$ cat src/rtl/alarm_beep.sv
// Threshold alarm with debounced IDLE/WARN/ALARM level, hysteresis on falling
// edges, and an active-low buzzer: cadenced low tone in WARN, continuous high tone in ALARM.
module alarm_beep #(
  parameter int DATA_W    = 16,
  parameter int CNT_W     = 18,
  parameter int DIV_WARN  = 127226,
  parameter int DIV_ALARM = 63613,
  parameter int CAD_CYC   = 16500000,
  parameter int DEB_N     = 4
) (
  input  logic              sys_clk,
  input  logic              sys_rst_n,
  input  logic [DATA_W-1:0] ad_data,
  input  logic              ad_valid,
  input  logic [DATA_W-1:0] thr_warn,
  input  logic [DATA_W-1:0] thr_alarm,
  input  logic [DATA_W-1:0] hyst,
  input  logic              mute_req,
  output logic              beep,
  output logic [1:0]        level,
  output logic              muted
);

  typedef enum logic [1:0] {
    L_IDLE  = 2'd0,
    L_WARN  = 2'd1,
    L_ALARM = 2'd2
  } level_t;

  localparam logic [CNT_W-1:0] WARN_LAST  = CNT_W'(DIV_WARN - 1);
  localparam logic [CNT_W-1:0] ALARM_LAST = CNT_W'(DIV_ALARM - 1);
  localparam logic [CNT_W-1:0] WARN_HALF  = CNT_W'(DIV_WARN / 2);
  localparam logic [CNT_W-1:0] ALARM_HALF = CNT_W'(DIV_ALARM / 2);
  localparam logic [24:0]      CAD_ON     = 25'(CAD_CYC);
  localparam logic [24:0]      CAD_LAST   = 25'(2 * CAD_CYC - 1);
  localparam logic [3:0]       DEB_CNT    = 4'(DEB_N);

  level_t            level_q, level_d;
  logic [1:0]        pend_q, pend_d;
  logic [3:0]        deb_cnt_q, deb_cnt_d;
  logic [CNT_W-1:0]  tone_q, tone_d;
  logic [24:0]       cad_q, cad_d;
  logic              muted_q, muted_d;
  logic              beep_q, beep_d;

  logic [DATA_W-1:0] warn_fall, alarm_fall;
  logic [1:0]        up, target;
  logic              level_chg;
  logic [CNT_W-1:0]  tone_last;
  logic              tone_low, gate_on;

  always_comb begin
    warn_fall  = (thr_warn  > hyst) ? (thr_warn  - hyst) : '0;
    alarm_fall = (thr_alarm > hyst) ? (thr_alarm - hyst) : '0;
    if (ad_data > thr_alarm)     up = 2'd2;
    else if (ad_data > thr_warn) up = 2'd1;
    else                         up = 2'd0;
  end

  always_comb begin
    target = level_q;
    if (up > level_q) begin
      target = up;
    end else if (level_q == L_ALARM && ad_data <= alarm_fall) begin
      target = (ad_data <= warn_fall) ? 2'd0 : 2'd1;
    end else if (level_q == L_WARN && ad_data <= warn_fall) begin
      target = 2'd0;
    end
  end

  // ad_valid is a one-cycle strobe with no back-pressure: every strobe is consumed.
  always_comb begin
    pend_d    = pend_q;
    deb_cnt_d = deb_cnt_q;
    level_d   = level_q;
    if (ad_valid) begin
      if (target == level_q) begin
        deb_cnt_d = '0;
      end else if (target == pend_q) begin
        deb_cnt_d = deb_cnt_q + 4'd1;
      end else begin
        pend_d    = target;
        deb_cnt_d = 4'd1;
      end
      if (target != level_q && deb_cnt_d == DEB_CNT) begin
        level_d   = level_t'(pend_d);
        deb_cnt_d = '0;
      end
    end
  end

  always_comb begin
    level_chg = (level_d != level_q);
    tone_last = (level_q == L_ALARM) ? ALARM_LAST : WARN_LAST;
    tone_d    = '0;
    cad_d     = '0;
    if (!level_chg && level_q != L_IDLE) begin
      tone_d = (tone_q == tone_last) ? '0 : tone_q + 1'b1;
      cad_d  = (cad_q == CAD_LAST) ? '0 : cad_q + 25'd1;
    end
  end

  // A rise wins over a simultaneous mute request.
  always_comb begin
    muted_d = muted_q;
    if (level_d == L_IDLE || level_d > level_q) begin
      muted_d = 1'b0;
    end else if (mute_req && level_q != L_IDLE) begin
      muted_d = 1'b1;
    end
  end

  always_comb begin
    tone_low = (level_q == L_ALARM) ? (tone_q >= ALARM_HALF) : (tone_q >= WARN_HALF);
    gate_on  = (level_q == L_ALARM) || (level_q == L_WARN && cad_q < CAD_ON);
    beep_d   = ~(gate_on && tone_low && !muted_d);
  end

  always_ff @(posedge sys_clk or negedge sys_rst_n) begin
    if (!sys_rst_n) begin
      level_q   <= L_IDLE;
      pend_q    <= 2'd0;
      deb_cnt_q <= '0;
      tone_q    <= '0;
      cad_q     <= '0;
      muted_q   <= 1'b0;
      beep_q    <= 1'b1;
    end else begin
      level_q   <= level_d;
      pend_q    <= pend_d;
      deb_cnt_q <= deb_cnt_d;
      tone_q    <= tone_d;
      cad_q     <= cad_d;
      muted_q   <= muted_d;
      beep_q    <= beep_d;
    end
  end

  assign beep  = beep_q;
  assign level = level_q;
  assign muted = muted_q;

endmodule
$ cat config.mk
export PLATFORM = sky130hd
export DESIGN_NAME = alarm_beep
export DESIGN_NICKNAME = d
export VERILOG_FILES = /design/src/rtl/alarm_beep.sv
export SDC_FILE = /design/constraint.sdc
export NUM_CORES = 1
export LEC_CHECK = 0
export BUFFER_PORTS_ARGS = -buffer_cell sky130_fd_sc_hd__buf_2
export CORE_UTILIZATION = 45
export CTS_CLUSTER_DIAMETER = 60
export CTS_CLUSTER_SIZE = 40
export DETAILED_ROUTE_END_ITERATION = 10
export SYNTH_ARGS = -nofsm -noshare
export SYNTH_HDL_FRONTEND = slang
export SYNTH_SLANG_ARGS = --single-unit
$ cat constraint.sdc
create_clock -name sys_clk -period 5.8 [get_ports sys_clk]
set_clock_uncertainty 0.15 [all_clocks]
set_input_delay 0.58 -clock sys_clk [delete_from_list [all_inputs] [get_ports sys_clk]]
set_output_delay 0.58 -clock sys_clk [all_outputs]
set_load 0.01 [all_outputs]
# After elaboration in Yosys (flattened, before gate mapping)
# Cells that the tools add are included.
dict set report word_totals {
  reg_bits 53
  inputBits 68
  out_inout_bits 4
  wordCells 71
}
dict set report classes {
  add_sub_neg 5
  n_lt_le_gt_ge 11
  eq_ne 9
  n_mux 24
  bitwise_logic 1
  n_reduce_logical 14
}
# operator n
set op_table {}
lappend op_table {{$gt 16x16->1} 4}
lappend op_table {{$mux 25} 2}
lappend op_table {{$mux 18} 2}
lappend op_table {{$le 16x16->1} 2}
lappend op_table {{$mux 16} 2}
lappend op_table {{$sub 16x16->16} 2}
lappend op_table {{$add 25x1->25 const B} 1}
lappend op_table {{$eq 25x25->1 const B} 1}
lappend op_table {{$lt 25x24->1 const B} 1}
lappend op_table {{$add 18x1->18 const B} 1}
lappend op_table {{$eq 18x17->1} 1}
lappend op_table {{$ge 18x15->1 const B} 1}
lappend op_table {{$ge 18x16->1 const B} 1}
lappend op_table {{$mux 17} 1}
lappend op_table {{$mux 2} 8}
lappend op_table {{$mux 4} 4}
lappend op_table {{$logic_and 1x1->1} 8}
lappend op_table {{$mux 1} 5}
lappend op_table {{$add 4x1->4 const B} 1}
lappend op_table {{$eq 2x2->1} 2}
lappend op_table {{$eq 4x3->1 const B} 1}
lappend op_table {{$gt 2x2->1} 2}
lappend op_table {{$ne 2x2->1} 2}
lappend op_table {{$eq 2x1->1 const B} 1}
lappend op_table {{other kinds (6)} 8}

# Logic depth before layout (Yosys ltp)
dict set report depth {
  word_depth 21
  ltp_mapped 33
  mapped_depth_nobuf 32
}

# Worst setup path before layout
# OpenSTA, ideal clock, no wires.
dict set report synth_timing {
  path_type {input to register}
  startpoint {input thr_alarm[0]}
  endpoint {register beep_q, in the netlist beep}
  setup_time_ns 0.064
  arrival_time_ns 6.664
  required_ns 5.586
  path_slack_ns -1.078
  stages 32
  path_buffers 1
  cell_sequence {inv_1 > ha_1 > inv_1 > fa_1 > a21o_1 > a21oi_1 > o21bai_1 > a21oi_1 > o21bai_1 > a211oi_1 > o21ai_0 > nand3b_1 > a21oi_1 > clkbuf_1 > nand2_1 > ha_1 > a21o_1 > a21o_1 > a2111o_1 > o31a_2 > o211ai_2 > or4b_1 > a211o_1 > nor2_2 > mux2_2 > ha_1 > nor2b_1 > o21ai_0 > o21a_1 > o211ai_1 > or3_1 > nand3_1}
}
dict set report synth_via {
  elab_chain_cells 20
  elab_cells_between_ends 29
  cone_classes {add/sub: 1; order compare: 5; eq/ne: 4; mux: 12; bitwise: 1; reduce/logical: 6}
}
# element line_no
set synth_lines {}
lappend synth_lines {{from (decl)} 16} ;# input logic [DATA_W-1:0] thr_alarm,
lappend synth_lines {{$sub 16x16->16 / $gt 16x16->1 (equally long branches)} 54} ;# alarm_fall = (thr_alarm > hyst) ? (thr_alarm - hyst) : '0;
lappend synth_lines {{$mux 16} 54}
lappend synth_lines {{$le 16x16->1} 64} ;# end else if (level_q == L_ALARM && ad_data <= alarm_fall) begin
lappend synth_lines {{$logic_and 1x1->1} 64}
lappend synth_lines {{$mux 2} 64}
lappend synth_lines {{$mux 2 (*)} 62} ;# if (up > level_q) begin
lappend synth_lines {{$eq 2x2->1} 79} ;# end else if (target == pend_q) begin
lappend synth_lines {{$mux 4} 79}
lappend synth_lines {{(+6 left out)} n/a}
lappend synth_lines {{net level_d[1]} 38} ;# level_t level_q, level_d;
lappend synth_lines {{$gt 2x2->1 / $logic_not 2->1 (equally long branches)} 106} ;# if (level_d == L_IDLE || level_d > level_q) begin
lappend synth_lines {{$logic_or 1x1->1 (*)} 106}
lappend synth_lines {{$mux 1 (*)} 106}
lappend synth_lines {{$logic_not 1->1 (*)} 116} ;# beep_d = ~(gate_on && tone_low && !muted_d);
lappend synth_lines {{$logic_and 1x1->1 (*)} 116}
lappend synth_lines {{$not 1->1 (*)} 116}
lappend synth_lines {{net beep_d} 44} ;# logic beep_q, beep_d;
lappend synth_lines {{to (signal assigned)} 135} ;# beep_q <= beep_d;
lappend synth_lines {{to (decl)} 44}
# The timed path passes the listed nets; every way through them passes the cells marked *. The select of a mux whose other input is x is not followed.
# A chain may end at the register's enable or synchronous reset.

# Final worst setup path
# Same ends and word-level chain as after synthesis.

==> run_results.csv <==
group,metric,value,unit
worst_setup_path,worstSetupStartpointType,"input port",
sta,rsz0062_at_grt,"yes",
synthesis,ys_warn_count,0,
floorplan,rows,42,
floorplan,die_area,0.01431,mm²
grt,grt_max_degree,54,
clock_network,cts_tree,"built",
final_layout,area_delta_synth_final,37.79,%
sta,fin_ws,-679.6,ps
synthesis,synthCells,781,
power_and_ir_drop,p_leak,4.112,nW
synthesis,synthTopCellsByArea,"ha_1 (21%), dfrtp_1 (21%), inv_1 (4.8%), nand2_1 (4.1%), a21oi_1 (4.0%)",
final_layout,layout_common_cells,"buf_4 (156), ha_1 (104), inv_1 (78), buf_2 (69), nand2_1 (66)",
detailed_routing,antenna_left,0,
synthesis,yosysUniqueCellTypes,67,
sta,slew_headroom,34.36,%
sta,post-route-min-period,6480,ps
clock_network,clockBufferDepth,2,
grt,grt_pass1_wl,31370,µm
placed_design,dp_cells,1167,
worst_setup_path,cp_max_fo,8,
final_layout,layout_commonest_cell,"buf_4",
synthesis,yosys.area.top_type_share,21.31,%
clock_network,cts_inserted_buffers,5,
sta,setup_viol,45,
placed_design,detailed_place_hpwl,15140,µm
sta,max_freq,154.3,MHz
synthesis,synth_top_area_cell,"ha_1",
synthesis,synth-seq-cells,53,
clock_network,clock-root-buffer,"clkbuf_16",
final_layout,drive_above_1_share,31.72,%
final_layout,final_cells,1188,
power_and_ir_drop,peakVddDrop,0.0001833,V
final_layout,num_antenna_cells,0,
final_layout,final_nets,1187,
synthesis,synth_edf_count,0,
worst_setup_path,end_kind,"register",
outcome,failed_checks,"negative setup slack",
floorplan,start_util,46.63,%
floorplan,die_w,119.6,µm
synthesis,syn_area,0.006225,mm²
synthesis,synthArstFlopShare,100.0,%
clock_network,clk_pin_slew_worst_paths,70,ps
sta,finalHoldViolations,0,
worst_setup_path,critPathArrivalTime,6570,ps
grt,antenna_found_initial,0,
floorplan,pin_count,72,
worst_setup_path,critPathRequiredTime,5890,ps
grt,grt_remaining_overflow,0,
detailed_routing,vias,6576,
worst_setup_path,critPathMostFrequentCell,"a21oi_2",
detailed_routing,post-route-drc-count,0,
detailed_routing,routed_wirelength,18820,µm
grt,first_global_vias,6489,
placed_design,gp_congestion,0.9127,
clock_network,htreeDepth,2,
worst_hold_path,hold_path_class,"in2async",
worst_setup_path,slowest_delay,380,ps
synthesis,ys_seq_area_share,21.33,%
detailed_routing,wl_per_cell,15.84,µm
floorplan,die_y,119.6,µm
synthesis,syn-num-nets,957,
power_and_ir_drop,power.total,1.639,mW
detailed_routing,drt_iter0_markers,414,
grt,grt_usage,27.13,%
job,maxCapViolCount,0,
synthesis,syn_avg_cell_area,7.970,µm²
detailed_routing,drtPass1Iterations,5,
power_and_ir_drop,power.density,191.0,mW/mm²
synthesis,synth_ff_type,"dfrtp_1",
worst_setup_path,setup.worst_path.class,"in2reg",
placed_design,portBuffers,71,
sta,tightest_slew,984.7,ps
floorplan,coreArea,0.01335,mm²
clock_network,worstSkewPairLatency,300,ps
clock_network,cts_sinks,53,
sta,maxSlewViolCount,0,
outcome,status,"complete, but fails checks",
sta,fin_crit_sh,111.7,%
worst_setup_path,critPathSlowestCell,"o31a_4",
detailed_routing,viasPerCell,5.535,
==> area by class of cell <==
cell class,instances,area (µm²)
clock buffer,5,125.1
inverter,80,312.8
tap,176,220.2
multi-input combinational,637,4886
clock inverter,3,50.05
sequential,53,1328
fill,1171,4771
timing repair buffer,234,1655
==> per-layer routing <==
metal | track usage [%] | part of all wire, %
met5 | 0 | 0
met4 | 3.906 | 0.72
met3 | 3.232 | 4.6
met2 | 45.74 | 47
met1 | 37.79 | 48
==> where the power goes <==
part	total, mW	internal [mW]	switching [mW]
clock	0.354	0.208	0.146
combinational	0.869	0.434	0.435
sequential	0.415	0.385	0.0305
==> cell usage after synthesis, drive strengths merged (2+ instances only) <==
library cell,count
a21o,17
ha,106
a2111oi,3
o21a,3
a221o,2
nand3,40
a21boi,2
a311oi,2
o2bb2ai,2
dfrtp,52
inv,80
and4,4
and2,4
nand4,28
or2,3
a41oi,2
a31oi,5
nor2b,13
or4b,3
o21ai,33
o211ai,11
nor4b,2
nand3b,6
a211oi,9
xnor2,28
xor2,28
mux2i,5
o31a,3
nor2,62
fa,2
or3,10
nor4,11
nand2b,5
nor3,19
mux2,5
clkbuf,14
nand2,68
a22oi,2
nand4b,2
o21bai,4
a21oi,51
and3,15
or4,2
==> critical path, delay by kind of cell <==
| kind | cells | cell delay (ps) |
|---|---|---|
| AOI/OAI and AO/OA | 16 | 2680 |
| adders and majority gates | 4 | 910 |
| buffers and inverters | 5 | 510 |
| muxes | 2 | 650 |
| and+or+nand+nor | 8 | 1230 |
==> repair_timing <==
action                     CTS  global route
cloned                       4             0
pin swaps                   37            17
resized for setup           49            24
setup buffers                8             1
setup endpoints to repair   48            49
hold buffers                 0             0
==> worst paths after layout <==
| kind | cells past startpoint | startpoint | endpoint | slack (ps) |
|---|---|---|---|---|
| setup / recovery | 35 | thr_alarm[0] | beep$_DFF_PN1_ | -680 |
| hold / removal | 2 | sys_rst_n | deb_cnt_q[1]$_DFFE_PN0P_ | 230 |
| setup reg to reg | 18 | level[1]$_DFF_PN0_ | beep$_DFF_PN1_ | 1110 |
| hold reg to reg | 1 | cad_q[0]$_DFF_PN0_ | cad_q[0]$_DFF_PN0_ | 350 |
| max in group asynchronous | 2 | sys_rst_n | tone_q[11]$_DFF_PN0_ | 4790 |
| min in group sys_clk | 1 | cad_q[0]$_DFF_PN0_ | cad_q[0]$_DFF_PN0_ | 350 |
==> flip-flops by register name, summed over array words and instances (netlist names) <==
signal     cells
beep           1
cad_q         25
deb_cnt_q      4
tone_q        18
level          2
muted          1
pend_q         2
==> stage by stage <==
stage / util, % / TNS [ps] / instance area (µm²) / setup slack [ps] / hold slack, ps
finish: 64.26 / -24240 / 8577 / -679.6 / 228.5
floorplan: - / -20580 / 6361 / -676.4 / 134.4
CTS: 63.71 / -26250 / 8504 / -813.2 / 265.6
global route: 64.26 / -38870 / 8577 / -1039 / 298.1
global placement: 59.96 / -40020 / 8004 / -1064 / 325.6
detailed placement: 59.96 / -52250 / 8004 / -1333 / 323.1
==> logic make-up (layout without fill, tap and decap cells) <==
kind of cell	after synthesis	in the layout	synth area share, %
compound gates	163	166	17.07
xor+xnor	56	56	7.880
fa+ha+maj	108	108	21.95
buf+inv	94	322	5.668
flops	53	53	21.33
mux	10	10	1.709
simple gates	297	297	24.40
Note: power is estimated with default switching activity, not from simulation.
